$ cat src/rtl/bus_link_pkg.sv
//--------------------------------------------------------------------
// Module  : bus_link_pkg
// Brief   : Shared types and constants for the serial bus link target
// Rev     : 1.0  initial release
//--------------------------------------------------------------------
`default_nettype none

package bus_link_pkg;

    typedef enum logic [2:0] {
        ST_IDLE  = 3'd0,
        ST_ADDR  = 3'd1,
        ST_WDATA = 3'd2,
        ST_MEM   = 3'd3,
        ST_RDATA = 3'd4
    } link_state_t;

    localparam int   LNK_BYTES = 4;
    localparam int   LNK_W     = 8;
    localparam logic RW_WRITE  = 1'b1;

endpackage

`default_nettype wire

$ cat src/rtl/bus_link_target_shifter.sv
//--------------------------------------------------------------------
// Module  : word_byte_shifter
// Brief   : Word register with parallel load and LSB-first byte shift
// Rev     : 1.0  initial release
//--------------------------------------------------------------------
`default_nettype none

module word_byte_shifter #(
    parameter int BYTES  = 4,
    parameter int BYTE_W = 8
) (
    input  logic                      clk,
    input  logic                      rst_n,
    input  logic                      load,
    input  logic [BYTES*BYTE_W-1:0]   load_word,
    input  logic                      shift,
    input  logic [BYTE_W-1:0]         din,
    output logic [BYTES*BYTE_W-1:0]   word
);

    localparam int WORD_W = BYTES * BYTE_W;

    logic [WORD_W-1:0] r_word;

    // Shifting right with the new byte entering at the top assembles an
    // LSB-first byte stream and also presents the next byte to send at [BYTE_W-1:0].
    always_ff @(posedge clk or negedge rst_n) begin
        if (!rst_n) begin
            r_word <= '0;
        end else if (load) begin
            r_word <= load_word;
        end else if (shift) begin
            r_word <= {din, r_word[WORD_W-1:BYTE_W]};
        end
    end

    assign word = r_word;

endmodule

`default_nettype wire

$ cat src/rtl/bus_link_target.sv
//--------------------------------------------------------------------
// Module  : bus_link_target
// Brief   : Serial bus link endpoint issuing one memory access per frame
// Rev     : 1.0  initial release
//--------------------------------------------------------------------
`default_nettype none

module bus_link_target
    import bus_link_pkg::*;
#(
    parameter int ADDR_W = 32
) (
    input  logic              clk,
    input  logic              rst_n,
    input  logic              lnk_sync,
    input  logic              lnk_rw,
    input  logic [7:0]        lnk_din,
    output logic [7:0]        lnk_dout,
    output logic              lnk_oe,
    output logic              lnk_busy,
    output logic              err_abort,
    output logic              mem_req,
    output logic              mem_we,
    output logic [ADDR_W-1:0] mem_addr,
    output logic [31:0]       mem_wdata,
    input  logic [31:0]       mem_rdata,
    input  logic              mem_ack
);

    localparam int WORD_W = LNK_BYTES * LNK_W;

    link_state_t       r_state;
    link_state_t       w_next_state;
    logic [1:0]        r_idx;
    logic [1:0]        w_next_idx;
    logic              w_sync_start;
    logic              w_abort;
    logic              w_last;
    logic              w_addr_shift;
    logic              w_data_shift;
    logic              w_data_load;
    logic [WORD_W-1:0] w_addr_word;
    logic [WORD_W-1:0] w_data_word;
    logic [LNK_W-1:0]  w_next_dout;

    logic              r_we;
    logic              r_mem_req;
    logic              r_busy;
    logic              r_oe;
    logic              r_err;
    logic [LNK_W-1:0]  r_dout;

    // A sync is honoured anywhere except while an access is in flight.
    assign w_sync_start = lnk_sync && (r_state != ST_MEM);
    assign w_abort      = lnk_sync && ((r_state == ST_ADDR) ||
                                       (r_state == ST_WDATA) ||
                                       (r_state == ST_RDATA));
    assign w_last       = (r_idx == 2'd3);

    always_ff @(posedge clk or negedge rst_n) begin
        if (!rst_n) begin
            r_state <= ST_IDLE;
            r_idx   <= 2'd0;
        end else begin
            r_state <= w_next_state;
            r_idx   <= w_next_idx;
        end
    end

    always_comb begin
        w_next_state = r_state;
        w_next_idx   = r_idx;
        w_addr_shift = 1'b0;
        w_data_shift = 1'b0;
        w_data_load  = 1'b0;
        if (w_sync_start) begin
            w_next_state = ST_ADDR;
            w_next_idx   = 2'd1;
            w_addr_shift = 1'b1;
        end else begin
            case (r_state)
                ST_ADDR: begin
                    w_addr_shift = 1'b1;
                    w_next_idx   = r_idx + 2'd1;
                    if (w_last) begin
                        w_next_idx   = 2'd0;
                        w_next_state = (r_we == RW_WRITE) ? ST_WDATA : ST_MEM;
                    end
                end
                ST_WDATA: begin
                    w_data_shift = 1'b1;
                    w_next_idx   = r_idx + 2'd1;
                    if (w_last) begin
                        w_next_idx   = 2'd0;
                        w_next_state = ST_MEM;
                    end
                end
                ST_MEM: begin
                    if (mem_ack) begin
                        if (r_we == RW_WRITE) begin
                            w_next_state = ST_IDLE;
                        end else begin
                            w_data_load  = 1'b1;
                            w_next_state = ST_RDATA;
                            w_next_idx   = 2'd0;
                        end
                    end
                end
                ST_RDATA: begin
                    w_data_shift = 1'b1;
                    w_next_idx   = r_idx + 2'd1;
                    if (w_last) begin
                        w_next_idx   = 2'd0;
                        w_next_state = ST_IDLE;
                    end
                end
                default: begin
                    w_next_state = ST_IDLE;
                    w_next_idx   = 2'd0;
                end
            endcase
        end
    end

    word_byte_shifter #(
        .BYTES  (LNK_BYTES),
        .BYTE_W (LNK_W)
    ) u_addr_shifter (
        .clk       (clk),
        .rst_n     (rst_n),
        .load      (1'b0),
        .load_word ('0),
        .shift     (w_addr_shift),
        .din       (lnk_din),
        .word      (w_addr_word)
    );

    // Holds write data on the way in and read data on the way out.
    word_byte_shifter #(
        .BYTES  (LNK_BYTES),
        .BYTE_W (LNK_W)
    ) u_data_shifter (
        .clk       (clk),
        .rst_n     (rst_n),
        .load      (w_data_load),
        .load_word (mem_rdata),
        .shift     (w_data_shift),
        .din       (lnk_din),
        .word      (w_data_word)
    );

    always_comb begin
        w_next_dout = '0;
        if (w_data_load) begin
            w_next_dout = mem_rdata[LNK_W-1:0];
        end else if ((r_state == ST_RDATA) && (w_next_state == ST_RDATA)) begin
            w_next_dout = w_data_word[2*LNK_W-1:LNK_W];
        end
    end

    always_ff @(posedge clk or negedge rst_n) begin
        if (!rst_n) begin
            r_we      <= 1'b0;
            r_mem_req <= 1'b0;
            r_busy    <= 1'b0;
            r_oe      <= 1'b0;
            r_err     <= 1'b0;
            r_dout    <= '0;
        end else begin
            if (w_sync_start) begin
                r_we <= lnk_rw;
            end
            r_mem_req <= (w_next_state == ST_MEM);
            r_busy    <= (w_next_state == ST_MEM);
            r_oe      <= (w_next_state == ST_RDATA);
            r_err     <= w_abort;
            r_dout    <= w_next_dout;
        end
    end

    assign lnk_dout  = r_dout;
    assign lnk_oe    = r_oe;
    assign lnk_busy  = r_busy;
    assign err_abort = r_err;
    assign mem_req   = r_mem_req;
    assign mem_we    = r_we;
    assign mem_addr  = w_addr_word[ADDR_W-1:0];
    assign mem_wdata = w_data_word;

endmodule

`default_nettype wire

$ cat config.mk
export PLATFORM = sky130hd
export DESIGN_NAME = bus_link_target
export DESIGN_NICKNAME = d
export VERILOG_FILES = /design/src/rtl/bus_link_pkg.sv /design/src/rtl/bus_link_target_shifter.sv /design/src/rtl/bus_link_target.sv
export SDC_FILE = /design/constraint.sdc
export NUM_CORES = 1
export LEC_CHECK = 0
export BUFFER_PORTS_ARGS = -buffer_cell sky130_fd_sc_hd__buf_2
export CAP_MARGIN = 20
export CELL_PAD_IN_SITES_DETAIL_PLACEMENT = 0
export CELL_PAD_IN_SITES_GLOBAL_PLACEMENT = 1
export CORE_UTILIZATION = 40
export CTS_BUF_LIST = sky130_fd_sc_hd__clkbuf_8
export CTS_CLUSTER_SIZE = 10
export DETAILED_ROUTE_END_ITERATION = 8
export HOLD_SLACK_MARGIN = 0.05
export PLACE_DENSITY_LB_ADDON = 0.1
export SLEW_MARGIN = 10
export SYNTH_ARGS = -nofsm -noshare
export SYNTH_HDL_FRONTEND = slang
export SYNTH_HIERARCHICAL = 1
export SYNTH_SLANG_ARGS = --single-unit
$ cat constraint.sdc
create_clock -name clk -period 1.87 [get_ports clk]
set_clock_uncertainty 0.1 [all_clocks]
set_input_delay 0.187 -clock clk [delete_from_list [all_inputs] [get_ports clk]]
set_output_delay 0.187 -clock clk [all_outputs]
set_load 0.005 [all_outputs]
# Yosys cells after proc, flatten, opt, wreduce, memory -nomap -nowiden
# Cells that the tools add are included.
[classes]
add_sub_neg = 1
n_eq_ne = 10
mux = 25
n_reduce_logical = 9
[ops]
columns = ["op", "count"]
rows = [
  ["$mux 32", 2],
  ["$mux 3", 6],
  ["$mux 8", 2],
  ["$pmux 3 s4", 1],
  ["$eq 3x2->1 const B", 3],
  ["$mux 1", 9],
  ["$mux 2", 4],
  ["$eq 3x3->1 const B", 2],
  ["$ne 3x3->1 const B", 2],
  ["$pmux 2 s2", 1],
  ["$eq 3x1->1 const B", 1],
  ["$logic_and 1x1->1", 3],
  ["$ne 3x2->1 const B", 1],
  ["$reduce_or 3->1", 1],
  ["$add 2x1->2 const B", 1],
  ["$eq 2x2->1 const B", 1],
  ["$logic_or 1x1->1", 2],
  ["$reduce_and 2->1", 1],
  ["$reduce_bool 2->1", 1],
  ["$reduce_or 2->1", 1],
]
[totals]
reg_bits = 81
input_bits = 45
out_inout_bits = 77
wordCells = 54

# Logic depth before layout (Yosys ltp)
# Gate-level depths: netlist of run 1.
[depth]
word_depth = 8
depth_mapped = 8
mapped_depth_nobuf = 4

# Cells and area by module
# The synthesis of run 1 kept the hierarchy.
[modules_own_cells]
columns = ["mod", "n_inst", "cells_per_inst", "area_per_inst_um2", "seq_area_each_um2"]
rows = [
  ["word_byte_shifter", 2, 139, 1515.2, 800.8],
  ["bus_link_target", 1, 68, 817.0, 425.4],
]

# Worst setup path after synthesis of run 1
# No wires, ideal clock.
[synth_timing]
kind = "register to register"
start = "reg r_state[2]"
end = "reg u_data_shifter.r_word[10] (netlist: u_data_shifter/word[10])"
setup_time_ns = 0.124
arrival_ns = 1.438
required_time_ns = 1.646
setup_slack_ns = 0.207
path_stages_with_launch = 8
path_buffers = 4
synth_period_minus_slack_ns = 1.663
cell_sequence = "dfrtp_1 buf_4 nand3b_4 nor3b_2 buf_4 buf_2 buf_2 o21ai_1"
[synth_between]
elab_cells_between_ends = 12
cone_classes = "eq/ne: 4; mux: 5; reduce/logical: 3"
[synth_lines]
columns = ["item", "line_no", "rtl"]
rows = [
  ["from (decl)", "bus_link_target.sv:32", "link_state_t r_state;"],
  ["from (signal assigned)", "bus_link_target.sv:65", "r_state <= w_next_state;"],
  ["$eq 3x2->1 or $ne 3x2->1 (tied branches)", "bus_link_target.sv:81, bus_link_target.sv:54", ""],
  ["$mux 1 or $logic_and 1x1->1 (tied branches)", "bus_link_target.sv:81, bus_link_target.sv:54", ""],
  ["$mux 1 (*)", "bus_link_target.sv:76", "if (w_sync_start) begin"],
  ["named net w_data_load", "bus_link_target.sv:41", "logic w_data_load;"],
  ["$mux 32 or $reduce_bool 2->1 (tied branches)", "n/a", ""],
  ["to (signal assigned)", "bus_link_target_shifter.sv:31", "r_word <= load_word;"],
  ["to (signal assigned)", "bus_link_target_shifter.sv:33", "r_word <= {din, r_word[WORD_W-1:BYTE_W]};"],
  ["to (decl)", "bus_link_target_shifter.sv:23", "logic [WORD_W-1:0] r_word;"],
]
# The timed path passes the listed nets; every way through them passes the cells marked *.
# A chain may end at the register's enable or synchronous reset.

# Worst setup path in the final report of run 1
[layout_timing]
start = "reg r_state[1]"
end = "reg u_data_shifter.r_word[11] (netlist: u_data_shifter/word[11])"
[layout_between]
elab_chain_cells = 5
elab_cells_between_ends = 12
cone_classes = "eq/ne: 4; mux: 5; reduce/logical: 3"
[layout_lines]
columns = ["item", "line_no", "rtl"]
rows = [
  ["$eq 3x2->1 or $eq 3x3->1 (tied branches)", "bus_link_target.sv:81", "case (r_state)"],
  ["$reduce_or 2->1 (no line)", "n/a", ""],
  ["$mux 1", "bus_link_target.sv:81", ""],
  ["$mux 1 (*)", "bus_link_target.sv:76", ""],
  ["named net w_data_shift", "bus_link_target.sv:40", "logic w_data_shift;"],
  ["$reduce_bool 2->1 (no line) (*)", "n/a", ""],
]
# Marks and branches as above.

==> flow_metrics.env, run 1 <==
export IMPL_leakage_nw=2.587
export IMPL_die_area_sq_um=10020
export IMPL_final_cells=668
export IMPL_path_cells="xor2_1 > nor3b_2 > buf_12 > mux2i_1 > o21ai_2"
export IMPL_fin_crit_ns=1.699
export IMPL_final_cell_mix="buf_2 (120), dfrtp_1 (81), nand2_1 (66)"
export IMPL_cts_clk_slew_worst_paths_ns=0.09
export IMPL_path_max_fanout=32
export IMPL_rsz0062_at_grt="no"
export IMPL_crit_buf_inv=1
export IMPL_final_setup_tns_ns=0
export IMPL_yosysWarnings=6
export IMPL_core_area_sq_um=9284
export IMPL_area_delta_synth_final_pct=36.75
export IMPL_m1WireLength_um=4237
export IMPL_dp_cells=611
export IMPL_cts_max_level=3
export IMPL_required_ns=2.01
export IMPL_ctsHoldBuffers=41
export IMPL_ctsRootBufferMaster="clkbuf_8"
export IMPL_grt_total_usage_pct=18.58
export IMPL_timing_rr_start="r_state[1]"
export IMPL_cp_end_kind="flop"
export IMPL_slowest_stage="dfrtp_1"
export IMPL_drt_pass1_iter_count=4
export IMPL_power_w=0.006387
export IMPL_hp_start="lnk_din[5]"
export IMPL_drt_total_wl_um=8993
export IMPL_synthArstFlopShare_pct=100.0
export IMPL_slew_limit_headroom_pct=64.98
export IMPL_wire_per_inst_um=13.46
export IMPL_utilization_pct=56.67
export IMPL_final_common_cell="buf_2"
export IMPL_avgSynthCellArea_sq_um=11.12
export IMPL_max_freq_mhz=588.6
export IMPL_syn_area_sq_um=3847
export IMPL_drive_gt1_share_pct=29.50
export IMPL_insertion_delay_ns=0.35
export IMPL_tightest_slew_ns=0.5253
export IMPL_portBuffers=121
export IMPL_vias=3076
export IMPL_period_share_pct=90.85
export IMPL_maxSlewViolCount=0
export IMPL_seq_area_frac_synth_pct=52.68
export IMPL_synth_edf_count=0
export IMPL_gp_congestion=0.7295
export IMPL_cts_tree="done"
export IMPL_ys_types=36
export IMPL_overflow=0
export IMPL_io_pins=122
export IMPL_grt_first_pass_wirelength_um=14560
export IMPL_viasPerCell=4.605
export IMPL_hold_viol=0
export IMPL_hp_class="in -> reg"
export IMPL_vdd_ir_drop_worst_uv=472.1
export IMPL_grt_pass1_vias=2887
export IMPL_ys_flop_type="dfrtp_1"
export IMPL_die_w_um=100.1
export IMPL_cp_top_family="flip-flops"
export IMPL_power_density_nw_per_um2=1214
export IMPL_start_kind="flop"
export IMPL_grt_max_degree=75
export IMPL_die_h_um=100.1
export IMPL_post_cts_buffers=0
export IMPL_drc=0
export IMPL_setup_violations=0
export IMPL_cts_buffer_depth=2
export IMPL_hpwl_um=6040
export IMPL_fin_nets=580
export IMPL_std_cell_rows=35
export IMPL_route_met3_wl_um=444
export IMPL_antenna_found_initial=0
export IMPL_cts_resized=0
export IMPL_outcome="complete, no violations"
export IMPL_start_util_pct=41.44
export IMPL_crit_arrival_ns=1.84
export IMPL_synth_seq_cells=81
export IMPL_clkSinkCount=81
export IMPL_ant_nets=0
export IMPL_highest_layer="met4"
export IMPL_drtIter0Drc=100
export IMPL_n_antenna_cell=0
export IMPL_cts_buffers=9
export IMPL_wl_met2_um=4193
export IMPL_crit_path_max_incr_delay_ns=0.43
export IMPL_cp_startpoint="r_state[1]"
export IMPL_max_cap_violations=0
export IMPL_synthCells=346
export IMPL_crit_type="reg -> reg"
[path summary, 6_finish.rpt]
path | endpoint | slack [ns] | depth (start not counted)
setup / recovery | u_data_shifter/word[11] | 0.17 | 5
hold / removal | u_data_shifter/word[29] | 0.06 | 3
setup reg to reg | u_data_shifter/word[11] | 0.17 | 5
hold reg to reg | r_idx[1] | 0.41 | 1
max in group asynchronous | u_data_shifter/word[7] | 0.83 | 3
min in group asynchronous | u_addr_shifter/word[0] | 0.27 | 2
[tightest hold or removal path: stages]
cell and delay [ns]:
buf_2 0.09, mux2i_1 0.05, o21ai_0 0.14
[cells in the mapped netlist (2+ instances only)]
cell | instances | area [sq um]
nand2_1 | 66 | 247.7
buf_2 | 14 | 70.07
nand3b_1 | 2 | 15.01
buf_6 | 2 | 22.52
buf_4 | 5 | 37.54
inv_1 | 2 | 7.510
a21boi_0 | 2 | 15.01
buf_12 | 6 | 120.1
dfrtp_1 | 81 | 2027
a21oi_1 | 4 | 20.02
a22o_1 | 8 | 70.07
or2_2 | 2 | 12.51
o21ai_2 | 4 | 35.03
o21ai_0 | 4 | 20.02
nand2b_1 | 3 | 18.77
o21ai_1 | 58 | 290.3
mux2i_1 | 64 | 640.6
[final cells by class]
| cell class | instances | area (sq um) |
|---|---|---|
| fillers | 864 | 4023 |
| flip-flops and latches | 81 | 2027 |
| multi-input cells | 268 | 1705 |
| repair buffers | 172 | 1156 |
| well taps | 129 | 161.4 |
| clock buffers | 10 | 137.6 |
| clock inverters | 6 | 66.31 |
| inverters | 2 | 7.507 |
[registers in the layout, summed over array words and instances (netlist names), 2 cells and up]
name and count:
r_state 3, u_data_shifter/word 32, lnk_dout 8, r_idx 2, u_addr_shifter/word 32
[power by group]
| part | internal, W | switching (W) |
|---|---|---|
| clock | 0.000655 | 0.000647 |
| combinational | 0.00122 | 0.00109 |
| sequential | 0.00230 | 0.000473 |
| total | 0.00418 | 0.00221 |
[cell families (layout without fill, tap and decap cells)]
kind of cell	count (synthesis)	count (layout)	synth area share, %
AOI/OAI and AO/OA	86	86	12.94
and+or+nand+nor	82	82	10.08
DFF	81	81	52.68
muxes	65	65	16.94
buffers and inverters	29	190	6.700
adders and majority gates	1	1	0.3252
other	1	33	0.09747
xor gates and xnor gates	1	1	0.2277
[metal layers]
layer	up-vias	track usage, %
li1	1547	-
met1	1445	25.80
met2	73	28.54
met3	11	4.039
met4	0	7.135
met5	-	0
[metrics by stage]
stage | setup slack (ns) | cell area, sq um | hold slack (ns)
CTS | 0.1685 | 5261 | 0.05590
global route | 0.07069 | 5261 | 0.08887
global placement | 0.1961 | 4647 | 0.1059
floorplan | 0.2074 | 3968 | -0.2086
detailed placement | 0.1689 | 4647 | 0.1027
finish | 0.1712 | 5261 | 0.06305
No activity file was read; power rests on OpenSTA's default activity.
==> run 2: changes to the inputs <==
BUFFER_PORTS_ARGS = not set   (was -buffer_cell sky130_fd_sc_hd__buf_2)
CORE_UTILIZATION = 50   (was 40)
DONT_BUFFER_PORTS = 1   (was not set)
PLACE_DENSITY_LB_ADDON = 0.08   (was 0.1)
==> run 2 against run 1 <==
Critical endpoint is now u_data_shifter/word[17]. First-iteration DRC count increased by 71%. Highest routed layer unchanged. Setup slack got worse by 0.091 ns. The run now ends with hold timing left. Global-route usage increased by 3.1 points. Fmax decreased by 5.1%. Final cell count decreased by 22%. Flip-flop and latch count unchanged. Utilization increased by 7.3 points.
==> flow_metrics.env, run 2 (synthesized netlist as in run 1, its figures left out) <==
export IMPL_dp_cells=456
export IMPL_max_cap_violations=0
export IMPL_area_delta_synth_final_pct=21.85
export IMPL_ant_nets=0
export IMPL_cts_buffer_depth=2
export IMPL_antenna_found_initial=0
export IMPL_grt_max_degree=82
export IMPL_drc=0
export IMPL_violations="hold timing"
export IMPL_gp_congestion=0.8080
export IMPL_core_area_sq_um=7331
export IMPL_vias=2670
export IMPL_p_switching_w=0.002076
export IMPL_power_w=0.006142
export IMPL_pwr_share_clk_pct=25.7
export IMPL_fin_crit_ns=1.790
export IMPL_vdd_ir_drop_worst_uv=566.3
export IMPL_final_common_cell="dfrtp_1"
export IMPL_grt_pass1_vias=2694
export IMPL_start_kind="flop"
export IMPL_required_ns=1.99
export IMPL_insertion_delay_ns=0.34
export IMPL_cts_clk_slew_worst_paths_ns=0.09
export IMPL_drtIter0Drc=171
export IMPL_p_comb_share_pct=26.4
export IMPL_period_share_pct=95.74
export IMPL_cts_max_level=3
export IMPL_crit_arrival_ns=1.91
export IMPL_ctsHoldBuffers=43
export IMPL_maxSlewViolCount=0
export IMPL_drt_total_wl_um=8523
export IMPL_p_seq_share_pct=47.9
export IMPL_overflow=0
export IMPL_die_w_um=89.72
export IMPL_hp_class="in -> async"
export IMPL_intPower_w=0.004066
export IMPL_finalWorstSetupSlack_ns=0.07966
export IMPL_power_density_nw_per_um2=1310
export IMPL_setup_violations=0
export IMPL_drive_gt1_share_pct=9.785
export IMPL_fin_nets=460
export IMPL_hold_viol=81
export IMPL_start_util_pct=52.48
export IMPL_drt_pass1_iter_count=4
export IMPL_grt_first_pass_wirelength_um=13990
export IMPL_grt_total_usage_pct=21.71
export IMPL_die_h_um=89.72
export IMPL_path_max_fanout=8
export IMPL_switching_share_pct=33.80
export IMPL_pre_cts_slack_ns=0.09859
export IMPL_cp_end_kind="flop"
export IMPL_n_antenna_cell=0
export IMPL_crit_type="reg -> reg"
export IMPL_hpwl_um=5144
export IMPL_place_area_sq_um=3946
export IMPL_std_cell_rows=31
export IMPL_hold_ws_ns=-0.5672
export IMPL_outcome="finished with violations"
export IMPL_cts_tree="done"
export IMPL_viasPerCell=5.154
export IMPL_cts_buffers=9
export IMPL_portBuffers=0
export IMPL_ctsRootBufferMaster="clkbuf_8"
export IMPL_wire_per_inst_um=16.45
export IMPL_final_cell_mix="dfrtp_1 (79), nand2_1 (66), mux2i_1 (63)"
export IMPL_fin_area_sq_um=4688
export IMPL_final_cells=518
export IMPL_max_freq_mhz=558.6
export IMPL_clkSinkCount=81
export IMPL_die_area_sq_um=8050
export IMPL_io_pins=122
export IMPL_leakage_nw=2.097
-- run 2: cell types whose count changed in the layout (fill, tap and decap cells not counted), moves of 2 or more --
cell / previous run / this run
bufinv_16: 1 / 3
dfrtp_2: 0 / 2
buf_4: 6 / 4
dfrtp_1: 81 / 79
dlygate4sd3_1: 41 / 43
buf_2: 120 / 0
clkinv_4: 0 / 2
clkinvlp_4: 3 / 1
buf_12: 5 / 2
-- run 2: cell type report --
cell class,instances,area (sq um)
well taps,99,123.9
fillers,594,2643
inverters,2,7.507
clock buffers,10,137.6
repair buffers,52,551.8
flip-flops and latches,81,2029
clock inverters,6,115.1
multi-input cells,268,1723
-- run 2: worst max-delay path, cell delays in order, from the launching register on --
cell	delay, ns
dfrtp_1	0.47
buf_4	0.21
nor3b_4	0.32
clkbuf_16	0.24
mux2i_2	0.24
o21ai_1	0.08
-- run 2: what timing repair did --
item                                    4_1_cts  5_1_grt
resized for setup                             0        7
endpoints found under the setup margin        0       32
hold endpoints to repair                    136       81
setup buffers                                 0        1
-- run 2: power groups by stage --
stage / registers (W) / logic [W] / clock network (W)
after floorplan: 0.00276 / 0.00145 / 0
after global placement: 0.00296 / 0.00144 / 0
after detailed placement: 0.00297 / 0.00150 / 0
after CTS: 0.00294 / 0.00159 / 0.00162
after global routing: 0.00302 / 0.00180 / 0.00168
final: 0.00294 / 0.00162 / 0.00158
-- run 2: worst paths after layout --
| kind | cells after the start | start | endpoint | slack (ns) |
|---|---|---|---|---|
| hold reg to reg | 1 | r_idx[1] | r_idx[1] | 0.41 |
| setup / recovery | 5 | r_state[0] | u_data_shifter/word[17] | 0.08 |
| hold / removal | 0 | rst_n | lnk_dout[2] | -0.57 |
| min in group clk | 3 | lnk_sync | r_idx[0] | 0.18 |
| max in group asynchronous | 0 | rst_n | u_addr_shifter/word[24] | 2.11 |
| setup reg to reg | 5 | r_state[0] | u_data_shifter/word[17] | 0.08 |
-- run 2: per-layer routing --
layer	global-route usage, %	vias to the layer above	part of all wire, %
li1	-	1301	-
met1	29.14	1270	45
met2	33.53	85	47
met3	5.668	14	5.9
met4	8.880	0	1.8
met5	0	-	0
-- run 2: per-stage QoR --
stage,setup TNS [ns],util [%]
after floorplan,0,-
after global placement,0,53.83
after detailed placement,0,53.83
after CTS,0,63.15
after global routing,-0.002813,63.95
final,0,63.95
